<file path="src/rtl/sprite_pkg.sv">
// Shared types and constants for the sprite scheduler: ROM address width,
// sprite ROM layout constants, the per-slot record and the update FSM states.
package sprite_pkg;

   localparam int ADDR_W = 18;

   localparam int RUNNER3_BASE = 207867;
   localparam int RUNNER4_BASE = 216139;
   localparam int RUNNER_W     = 88;
   localparam int RUNNER_H     = 94;
   localparam int CLOUD_BASE   = 44420;
   localparam int CLOUD_W      = 92;
   localparam int CLOUD_H      = 27;

   typedef enum logic {
      ST_IDLE   = 1'b0,
      ST_UPDATE = 1'b1
   } upd_state_t;

   typedef struct packed {
      logic              active;
      logic [ADDR_W-1:0] base0;
      logic [ADDR_W-1:0] base1;
      logic [7:0]        w;
      logic [7:0]        h;
      logic [9:0]        x;
      logic [9:0]        y;
      logic [3:0]        dx;
      logic [7:0]        anim_cnt;
      logic              fsel;
   } obj_t;

endpackage

</file>
<file path="src/rtl/sprite_hit.sv">
// Combinational hit test and ROM address for one sprite slot against the
// current pixel; bounds are exclusive at x+w / y+h, evaluated at 11 bits.
module sprite_hit
   import sprite_pkg::*;
(
   input  logic              active,
   input  logic [9:0]        x,
   input  logic [9:0]        y,
   input  logic [7:0]        w,
   input  logic [7:0]        h,
   input  logic [ADDR_W-1:0] base,
   input  logic [9:0]        DrawX,
   input  logic [9:0]        DrawY,
   output logic              hit,
   output logic [ADDR_W-1:0] addr
);

   logic [10:0] x_end;
   logic [10:0] y_end;
   logic [7:0]  off_x;
   logic [7:0]  off_y;
   logic [15:0] row_off;

   always_comb begin
      x_end   = {1'b0, x} + {3'b000, w};
      y_end   = {1'b0, y} + {3'b000, h};
      hit     = active && (DrawX >= x) && ({1'b0, DrawX} < x_end)
                       && (DrawY >= y) && ({1'b0, DrawY} < y_end);
      // Offsets only matter on a hit, where they are below w/h and fit in 8 bits.
      off_x   = DrawX[7:0] - x[7:0];
      off_y   = DrawY[7:0] - y[7:0];
      row_off = {8'h00, off_y} * {8'h00, w};
      addr    = base + ADDR_W'(row_off) + ADDR_W'(off_x);
   end

endmodule

</file>
<file path="src/rtl/sprite_scheduler.sv">
// Sprite slot state, per-frame motion/animation sequencer and per-pixel ROM
// address scheduler. Define SPRITE_WRAP_EN to wrap sprites to SCREEN_W.
module sprite_scheduler
   import sprite_pkg::*;
#(
   parameter int NUM_OBJ  = 4,
   parameter int ANIM_DIV = 5,
   parameter int SCREEN_W = 640
) (
   input  logic                       Clk,
   input  logic                       Reset,
   input  logic                       frame_tick,
   input  logic                       pix_en,
   input  logic [9:0]                 DrawX,
   input  logic [9:0]                 DrawY,
   input  logic                       cfg_we,
   input  logic [$clog2(NUM_OBJ)-1:0] cfg_id,
   input  logic                       cfg_active,
   input  logic [ADDR_W-1:0]          cfg_base0,
   input  logic [ADDR_W-1:0]          cfg_base1,
   input  logic [7:0]                 cfg_w,
   input  logic [7:0]                 cfg_h,
   input  logic [9:0]                 cfg_x,
   input  logic [9:0]                 cfg_y,
   input  logic [3:0]                 cfg_dx,
   output logic [ADDR_W-1:0]          rom_addr,
   output logic                       rom_req,
   output logic [$clog2(NUM_OBJ)-1:0] hit_id,
   output logic                       hit_valid_d,
   output logic [$clog2(NUM_OBJ)-1:0] hit_id_d,
   output logic                       busy
);

   localparam int ID_W = $clog2(NUM_OBJ);
   localparam logic [ID_W-1:0] LAST_IDX = ID_W'(NUM_OBJ - 1);

   upd_state_t        state, state_nx;
   logic [ID_W-1:0]   idx, idx_nx;
   logic              upd_en;
   obj_t              slots [NUM_OBJ];
   obj_t              cfg_obj;
   logic [NUM_OBJ-1:0] slot_hit;
   logic [ADDR_W-1:0] slot_addr [NUM_OBJ];
   logic              any_hit;
   logic [ID_W-1:0]   win_id;
   logic [ADDR_W-1:0] win_addr;

   function automatic obj_t step_obj(input obj_t o);
      obj_t n;
      n = o;
      if (o.x >= {6'b000000, o.dx}) begin
         n.x = o.x - {6'b000000, o.dx};
      end else begin
`ifdef SPRITE_WRAP_EN
         n.x = 10'(SCREEN_W);
`else
         n.active = 1'b0;
`endif
      end
      if (o.anim_cnt == 8'(ANIM_DIV - 1)) begin
         n.anim_cnt = 8'd0;
         n.fsel     = ~o.fsel;
      end else begin
         n.anim_cnt = o.anim_cnt + 8'd1;
      end
      return n;
   endfunction

   // Update FSM: one slot per cycle for NUM_OBJ cycles after a frame tick.
   always_ff @(posedge Clk) begin
      if (Reset) begin
         state <= ST_IDLE;
         idx   <= '0;
      end else begin
         state <= state_nx;
         idx   <= idx_nx;
      end
   end

   always_comb begin
      state_nx = state;
      idx_nx   = idx;
      case (state)
         ST_IDLE: begin
            if (frame_tick) begin
               state_nx = ST_UPDATE;
               idx_nx   = '0;
            end
         end
         ST_UPDATE: begin
            if (idx == LAST_IDX) begin
               state_nx = ST_IDLE;
               idx_nx   = '0;
            end else begin
               idx_nx = idx + ID_W'(1);
            end
         end
         default: state_nx = ST_IDLE;
      endcase
   end

   always_comb begin
      busy   = (state == ST_UPDATE);
      upd_en = (state == ST_UPDATE);
   end

   always_comb begin
      cfg_obj          = '0;
      cfg_obj.active   = cfg_active;
      cfg_obj.base0    = cfg_base0;
      cfg_obj.base1    = cfg_base1;
      cfg_obj.w        = cfg_w;
      cfg_obj.h        = cfg_h;
      cfg_obj.x        = cfg_x;
      cfg_obj.y        = cfg_y;
      cfg_obj.dx       = cfg_dx;
   end

   // A config write to the slot being updated wins; that slot's step is dropped.
   always_ff @(posedge Clk) begin
      if (Reset) begin
         for (int i = 0; i < NUM_OBJ; i++) slots[i] <= '0;
      end else begin
         for (int i = 0; i < NUM_OBJ; i++) begin
            if (cfg_we && cfg_id == ID_W'(i)) begin
               slots[i] <= cfg_obj;
            end else if (upd_en && idx == ID_W'(i) && slots[i].active) begin
               slots[i] <= step_obj(slots[i]);
            end
         end
      end
   end

   for (genvar g = 0; g < NUM_OBJ; g++) begin : g_hit
      sprite_hit u_hit (
         .active (slots[g].active),
         .x      (slots[g].x),
         .y      (slots[g].y),
         .w      (slots[g].w),
         .h      (slots[g].h),
         .base   (slots[g].fsel ? slots[g].base1 : slots[g].base0),
         .DrawX  (DrawX),
         .DrawY  (DrawY),
         .hit    (slot_hit[g]),
         .addr   (slot_addr[g])
      );
   end

   always_comb begin
      any_hit  = 1'b0;
      win_id   = '0;
      win_addr = '0;
      for (int i = NUM_OBJ - 1; i >= 0; i--) begin
         if (slot_hit[i]) begin
            any_hit  = 1'b1;
            win_id   = ID_W'(i);
            win_addr = slot_addr[i];
         end
      end
   end

   // rom_req is a valid-only strobe (no ready): the ROM accepts every request;
   // rom_addr and hit_id hold their last value while rom_req is low.
   always_ff @(posedge Clk) begin
      if (Reset) begin
         rom_addr    <= '0;
         rom_req     <= 1'b0;
         hit_id      <= '0;
         hit_valid_d <= 1'b0;
         hit_id_d    <= '0;
      end else begin
         if (pix_en && any_hit) begin
            rom_addr <= win_addr;
            rom_req  <= 1'b1;
            hit_id   <= win_id;
         end else begin
            rom_req  <= 1'b0;
         end
         hit_valid_d <= rom_req;
         hit_id_d    <= hit_id;
      end
   end

endmodule

</file>
<file path="config.mk">
export PLATFORM = sky130hd
export DESIGN_NAME = sprite_scheduler
export DESIGN_NICKNAME = d
export VERILOG_FILES = /design/src/rtl/sprite_pkg.sv /design/src/rtl/sprite_hit.sv /design/src/rtl/sprite_scheduler.sv
export SDC_FILE = /design/constraint.sdc
export NUM_CORES = 2
export LEC_CHECK = 0
export BUFFER_PORTS_ARGS = -buffer_cell sky130_fd_sc_hd__buf_2
export CORE_ASPECT_RATIO = 0.9
export CORE_MARGIN = 3
export CORE_UTILIZATION = 40
export DETAILED_ROUTE_END_ITERATION = 6
export GPL_TIMING_DRIVEN = 0
export PLACE_DENSITY = 0.68
export RECOVER_POWER = 25
export SLEW_MARGIN = 15
export SYNTH_ARGS = -nofsm -noshare
export SYNTH_HDL_FRONTEND = slang
export SYNTH_SLANG_ARGS = --single-unit
</file>
<file path="constraint.sdc">
create_clock -name Clk -period 7 [get_ports Clk]
set_input_delay 1.05 -clock Clk [delete_from_list [all_inputs] [get_ports Clk]]
set_output_delay 1.05 -clock Clk [all_outputs]
set_load 0.005 [all_outputs]
</file>
Word level (Yosys, flattened, before mapping):

Memory sizes are Yosys's and may differ from the RTL's.
Cells that the tools add are included.

* register bits after elaboration: 27
* bits of input ports: 104
* output and inout port bits: 25
* memories: 1
* RAM bits: 344

* reductions and logical operators: 31
* multiplexer cells: 125
* multipliers: 4
* bitwise logic cells: 13
* $add $sub $neg: 33
* equal/unequal tests: 11
* magnitude comparators: 20

Memories
* slots: words 4, bits a word 86, rd ports 4, clocked after Yosys merged registers in 0, wr ports 4, RTL line sprite_scheduler.sv:40 `obj_t slots [NUM_OBJ];`

Operators by type and width (number)
* 86-bit two-way mux: 8
* 10-bit two-way mux: 16
* 18-bit two-way mux: 8
* 8-bit two-way mux: 16
* 10-bit by 8-bit adder with 11-bit output: 8
* 10-bit by 11-bit < comparator with 1-bit output: 8
* 10-bit >= comparator: 8
* 18-bit by 16-bit adder with 18-bit output: 4
* 18-bit by 8-bit adder with 18-bit output: 4
* 1-bit two-way mux: 69
* 8-bit by 8-bit multiplier with 16-bit output: 4
* 8-bit subtractor: 8
* 10-bit by 4-bit >= comparator with 1-bit output: 4
* 10-bit by 4-bit subtractor with 10-bit output: 4
* 8-bit by 1-bit adder with 8-bit output (second input constant): 4
* 8-bit by 3-bit == test with 1-bit output (second input constant): 4
* 1-bit logical AND: 29
* 2-bit two-way mux: 6
* 2-bit == test (second input constant): 4
* 1-bit OR: 8
* 1-bit inverter: 5
* 2-bit by 1-bit == test with 1-bit output (second input constant): 2
* 2-bit logical NOT: 2
* 2-bit case mux with 2 select lines: 1
* other kinds (3): 3

Depth between registers and ports, before layout:

An unclocked memory read counts as a cell.

* word-level depth: 12
* depth in mapped cells: 29
* gate-level depth less buffers: 29

By module:

A second synthesis with hierarchy kept.

* cell total of the unflattened synthesis: 3644
* area total of the unflattened synthesis: 36556.3 µm²

By module, submodules not included
* sprite_scheduler: times used 1, cells an instance 1287, area an instance 16907.5 µm²
* sprite_hit (g_hit[3].u_hit): times used 1, cells an instance 590, area an instance 4931.0 µm²
* sprite_hit (g_hit[0].u_hit): times used 1, cells an instance 599, area an instance 4928.5 µm²
* sprite_hit (g_hit[1].u_hit): times used 1, cells an instance 589, area an instance 4908.5 µm²
* sprite_hit (g_hit[2].u_hit): times used 1, cells an instance 579, area an instance 4880.9 µm²

Least setup slack after synthesis:

OpenSTA, ideal clock, no wires.

* path type: input -> register
* start: input DrawY[0]
* end: register rom_addr[16]
* required time: 6.870 ns
* arrival: 7.242 ns
* path buffers: 0
* slack: -0.372 ns
* cell stages on the path: 25
* path through: inv_1 > ha_1 > inv_1 > fa_1 > a31o_2 > a21oi_1 > xnor2_1 > nand2_1 > fa_1 > fa_1 > fa_1 > inv_1 > fa_1 > inv_1 > fa_1 > inv_1 > ha_1 > or2_1 > o22a_1 > a2111oi_0 > nor3_1 > o41a_1 > a31o_1 > o41ai_1 > a311oi_1

* longest elaborated chain between the ends: 8

RTL lines
* from (decl): RTL line sprite_scheduler.sv:15 `input logic [9:0] DrawY,`
* 8-bit subtractor or 10-bit >= comparator (tied branches): RTL line sprite_hit.sv:31, sprite_hit.sv:28
* 8-bit by 8-bit multiplier with 16-bit output or 1-bit logical AND (tied branches): RTL line sprite_hit.sv:32, sprite_hit.sv:28
* 18-bit by 16-bit adder with 18-bit output or 1-bit logical AND (tied branches): RTL line sprite_hit.sv:33, sprite_hit.sv:28
* 18-bit by 8-bit adder with 18-bit output or 1-bit two-way mux (tied branches): RTL line sprite_hit.sv:33, sprite_scheduler.sv:154
* 18-bit two-way mux or 1-bit two-way mux (tied branches) (3 in series): RTL line sprite_scheduler.sv:154 `if (slot_hit[i]) begin`
* 18-bit two-way mux or 1-bit logical AND (tied branches): RTL line sprite_scheduler.sv:154, sprite_scheduler.sv:172
* to (signal assigned): RTL line sprite_scheduler.sv:173 `rom_addr <= win_addr;`
* to (decl): RTL line sprite_scheduler.sv:26 `output logic [ADDR_W-1:0] rom_addr,`

Parallel ways exist; a longest one is shown, timed or not.
A chain may end at the register's enable or synchronous reset.

Worst setup path in the final report:

* start: input DrawX[1]
* end: register rom_addr[16]

* longest elaborated chain between the ends: 10

RTL lines
* from (decl): RTL line sprite_scheduler.sv:14 `input logic [9:0] DrawX,`
* parallel branches: the longest is 10 deep, another holds 18-bit by 8-bit adder with 18-bit output

Parallel ways; which one is timed is not known.

==> PnR_summary.wiki <==
{| class="wikitable"
! Metric !! Value
|-
| Cell depth of the worst setup path || 26
|-
| Routed wire per std cell || 22.41 microns
|-
| Number of vias per cell after detailed routing || 5.526
|-
| Final-layout fill cell count || 7,892
|-
| Fraction of registers with async set/reset || 0
|-
| Clock-pin slew on the worst setup and hold paths || 0.06 ns
|-
| CP Launch Type || input pin
|-
| Width of the die || 319.2 microns
|-
| Slew at the pin closest to its max-slew limit || 2.744 ns
|-
| Final Max Tran Viols || 45
|-
| Number of buffer and inverter stages on the critical path || 6
|-
| Buffers added on ports || 127
|-
| Routed wire length || 110,700 microns
|-
| Clock latency on the worst-skew pair || 0.60 ns
|-
| Number of hold buffers added after cts || 0
|-
| Required time reported for the critical path endpoint || 7.48 ns
|-
| CP delay by family, top || adder cells
|-
| Syn_area_per_cell || 10.08 sq um
|-
| Post-Synthesis Net Count || 4,306
|-
| Unique cell type count in the Yosys netlist || 78
|-
| # setup viols final || 2
|-
| Share of the yosys chip area belonging to registers || 0.3079
|-
| Clk_skew || 0.03366 ns
|-
| Count of non-filler cells in the finished layout || 4,939
|-
| Final weighted congestion in routability-driven placement || 0.9718
|-
| Commonest cells after routing, fill and taps aside || sky130_fd_sc_hd__inv_1 (458), sky130_fd_sc_hd__ha_1 (426), sky130_fd_sc_hd__edfxtp_1 (344), sky130_fd_sc_hd__and2_1 (310), sky130_fd_sc_hd__fa_1 (233)
|-
| Flip-flop cell with the highest count after synthesis || sky130_fd_sc_hd__edfxtp_1
|-
| Count of synthesis-stage warnings from yosys || 0
|-
| Maximum root-to-sink buffer count || 3
|-
| Count of TritonRoute iterations in the first routing pass || 6
|-
| Antenna violations before repair || 22
|-
| Root buffer selected by CTS || sky130_fd_sc_hd__clkbuf_16
|-
| Cell mode on critical path || sky130_fd_sc_hd__fa_1
|-
| Worst setup slack after layout || -0.08371 ns
|-
| Site Rows || 102
|-
| IO Pins || 129
|-
| Post-synthesis share of cell area spent on xor and xnor gates || 0.05383
|-
| Mux contribution to synthesized area || 0.02169
|-
| Setup repair after global routing missed its margin || yes
|-
| Number of flip-flops and latches in the synthesized netlist || 371
|-
| Setup slack of the most critical reg-to-reg path || 0 ns
|-
| Slowest stage cell, crit path || sky130_fd_sc_hd__fa_1
|-
| Result of the run || finished with violations
|-
| Source of the worst register-to-register timing path || slots[2][14]
|-
| R2R Path End || rom_addr[16]
|-
| Worst-path fanout max || 6
|-
| Count of flip-flops with a built-in enable after synthesis || 344
|-
| Violations in the final reports || max-capacitance violations, max-slew violations, negative setup slack
|-
| Kind of capture point of the worst setup path || flop
|-
| Max capacitance violation total || 1
|-
| Antenna-violating nets left || 0
|-
| Area growth, synth to finish || 16.52%
|-
| Global router's overall resource usage || 0.2349
|-
| Shortest period the worst path allows || 7.084 ns
|-
| Compound-Gate Fraction of Synth Area || 0.1043
|-
| Critical path arrival || 7.56 ns
|-
| Endpoints failing hold || 0
|-
| Type of the worst setup path || input pin to flop
|-
| Worst setup path startpoint || DrawX[1]
|-
| Arithmetic-cell share of the synthesized area counting full adders, half adders and majority gates || 0.2991
|-
| Initial DRC Count || 2,467
|-
| Vertical die dimension || 287.8 microns
|-
| Clock sinks || 371
|-
| Synth Cell Area || 35,300 sq um
|-
| Achievable frequency || 141.2 MHz
|-
| HPWL after detailed placement || 87,410 microns
|-
| Die area || 91,870 sq um
|-
| Logic depth of the worst register-to-register path || 30
|-
| Placed cell count || 4,777
|-
| CP max stage delay || 0.54 ns
|-
| Post-layout net count || 4,557
|-
| Dominant combinational cell family by area after synthesis || adder cells
|-
| Period utilization || 1.012
|-
| First-pass GRT wire length || 161,200 microns
|-
| Count of mapped cells out of synthesis || 3,502
|-
| Clock tree from TritonCTS || built
|-
| Proportion of layout cells with a drive suffix above 1 || 0.1356
|-
| Slew HR || -0.8297
|-
| Worst setup endpoint || rom_addr[16]
|-
| Total via count in the routed design || 27,291
|-
| Starting utilization of the core area || 0.4068
|-
| Number of remaining DRC errors || 0
|-
| Total clock buffers created by CTS || 46
|-
| Clock H-tree levels || 2
|-
| Maximum number of pins on one net before global-route repair || 50
|-
| Number of global-route vias before repair || 27,012
|-
| Leading cell type in the layout, fill and taps excluded || sky130_fd_sc_hd__inv_1
|-
| Type of the worst min-delay path || flop to flop
|-
| Simple-gate share of the synthesized area || 0.1547
|-
| Total congestion overflow after global routing || 0
|-
| Area of the core || 86,780 sq um
|}
[routing by layer]
layer,GRT usage,share of wire,vias up
li1,-,-,12520
met1,0.3093,0.39,13451
met2,0.3763,0.46,1106
met3,0.05673,0.11,210
met4,0.08628,0.038,4
met5,0,0.00021,-
[cells in the mapped netlist (12+ instances only)]
cell                         n  share of area
sky130_fd_sc_hd__nor3_1     28         0.0040
sky130_fd_sc_hd__edfxtp_1  344           0.29
sky130_fd_sc_hd__or3_1      15         0.0027
sky130_fd_sc_hd__nand2b_1   40         0.0071
sky130_fd_sc_hd__ha_1      460           0.16
sky130_fd_sc_hd__xor2_1     72          0.018
sky130_fd_sc_hd__clkbuf_1   69         0.0073
sky130_fd_sc_hd__nand3_1    67         0.0095
sky130_fd_sc_hd__nand4_1    15         0.0027
sky130_fd_sc_hd__o21a_1     32         0.0068
sky130_fd_sc_hd__o211ai_1   14         0.0030
sky130_fd_sc_hd__nand2_1   229          0.024
sky130_fd_sc_hd__o21ai_0   127          0.018
sky130_fd_sc_hd__fa_1      240           0.14
sky130_fd_sc_hd__a21oi_1   151          0.021
sky130_fd_sc_hd__nor2b_1    58          0.010
sky130_fd_sc_hd__xnor2_1   145          0.036
sky130_fd_sc_hd__and3_1     84          0.015
sky130_fd_sc_hd__a31oi_1    12         0.0021
sky130_fd_sc_hd__a211oi_1   17         0.0036
sky130_fd_sc_hd__mux2i_1    36          0.010
sky130_fd_sc_hd__o21bai_1   28         0.0060
sky130_fd_sc_hd__nor2_1    132          0.014
sky130_fd_sc_hd__and2_1    325          0.058
sky130_fd_sc_hd__o32ai_1    13         0.0032
sky130_fd_sc_hd__inv_1     475          0.051
sky130_fd_sc_hd__a21o_1     54          0.011
sky130_fd_sc_hd__mux2_2     36          0.011
sky130_fd_sc_hd__o22ai_1    15         0.0027
sky130_fd_sc_hd__dfxtp_1    27          0.015
[stage by stage]
stage	setup slack, ns	area [sq um]	utilization	hold WS [ns]	setup TNS [ns]
CTS	0.0006235	40290	0.4643	0.4616	0
finish	-0.08371	41140	0.4740	0.4616	-0.1274
detailed placement	-1.444	37640	0.4338	0.4473	-14.55
global route	-0.2734	41120	0.4739	0.4857	-1.088
global placement	-1.453	37510	0.4322	0.4492	-14.31
floorplan	-0.03160	35440	-	0.4486	-0.03160
[worst min path at each step]
stage,cells past startpoint,startpoint,to
final,1,rom_req,hit_valid_d
after global routing,1,rom_req,hit_valid_d
after CTS,1,rom_req,hit_valid_d
after detailed placement,1,rom_req,hit_valid_d
after global placement,2,rom_addr[13],rom_addr[13]
after floorplan,2,rom_addr[13],rom_addr[13]
[timing repair]
item / 4_1_cts / 5_1_grt
pin swaps: 75 / 99
cloned: 0 / 1
gates resized for setup: 148 / 126
buffers inserted: 38 / 33
endpoints found under the setup margin: 11 / 11
[flip-flops by register name, summed over array words and instances, names as in the netlist]
| register | count |
|---|---|
| slots | 344 |
| hit_valid_d | 1 |
| rom_req | 1 |
| hit_id_d | 2 |
| busy | 1 |
| rom_addr | 18 |
| idx | 2 |
| hit_id | 2 |
[cell type report]
| cell class | instances | area, sq um | area share |
|---|---|---|---|
| Timing Repair Buffer | 203 | 1429 | 0.03473 |
| Multi-Input combinational cell | 2583 | 23730 | 0.5769 |
| Clock inverter | 29 | 369.1 | 0.008973 |
| Sequential cell | 371 | 10870 | 0.2642 |
| Buffer | 73 | 279.0 | 0.006783 |
| Antenna cell | 5 | 12.51 | 0.0003042 |
| Clock buffer | 56 | 1209 | 0.02938 |
| Inverter | 475 | 1807 | 0.04392 |
| Tap cell | 1144 | 1431 | 0.03480 |
[cells by family after synthesis]
kind of cell,after synthesis
xor gates and xnor gates,217
buffers and inverters,548
and+or+nand+nor,1029
muxes,72
AOI/OAI and AO/OA,565
DFF,371
adders and majority gates,700
Power is not shown: default switching activity piles up to over one toggle a cycle in this logic, so the estimate is an artifact.
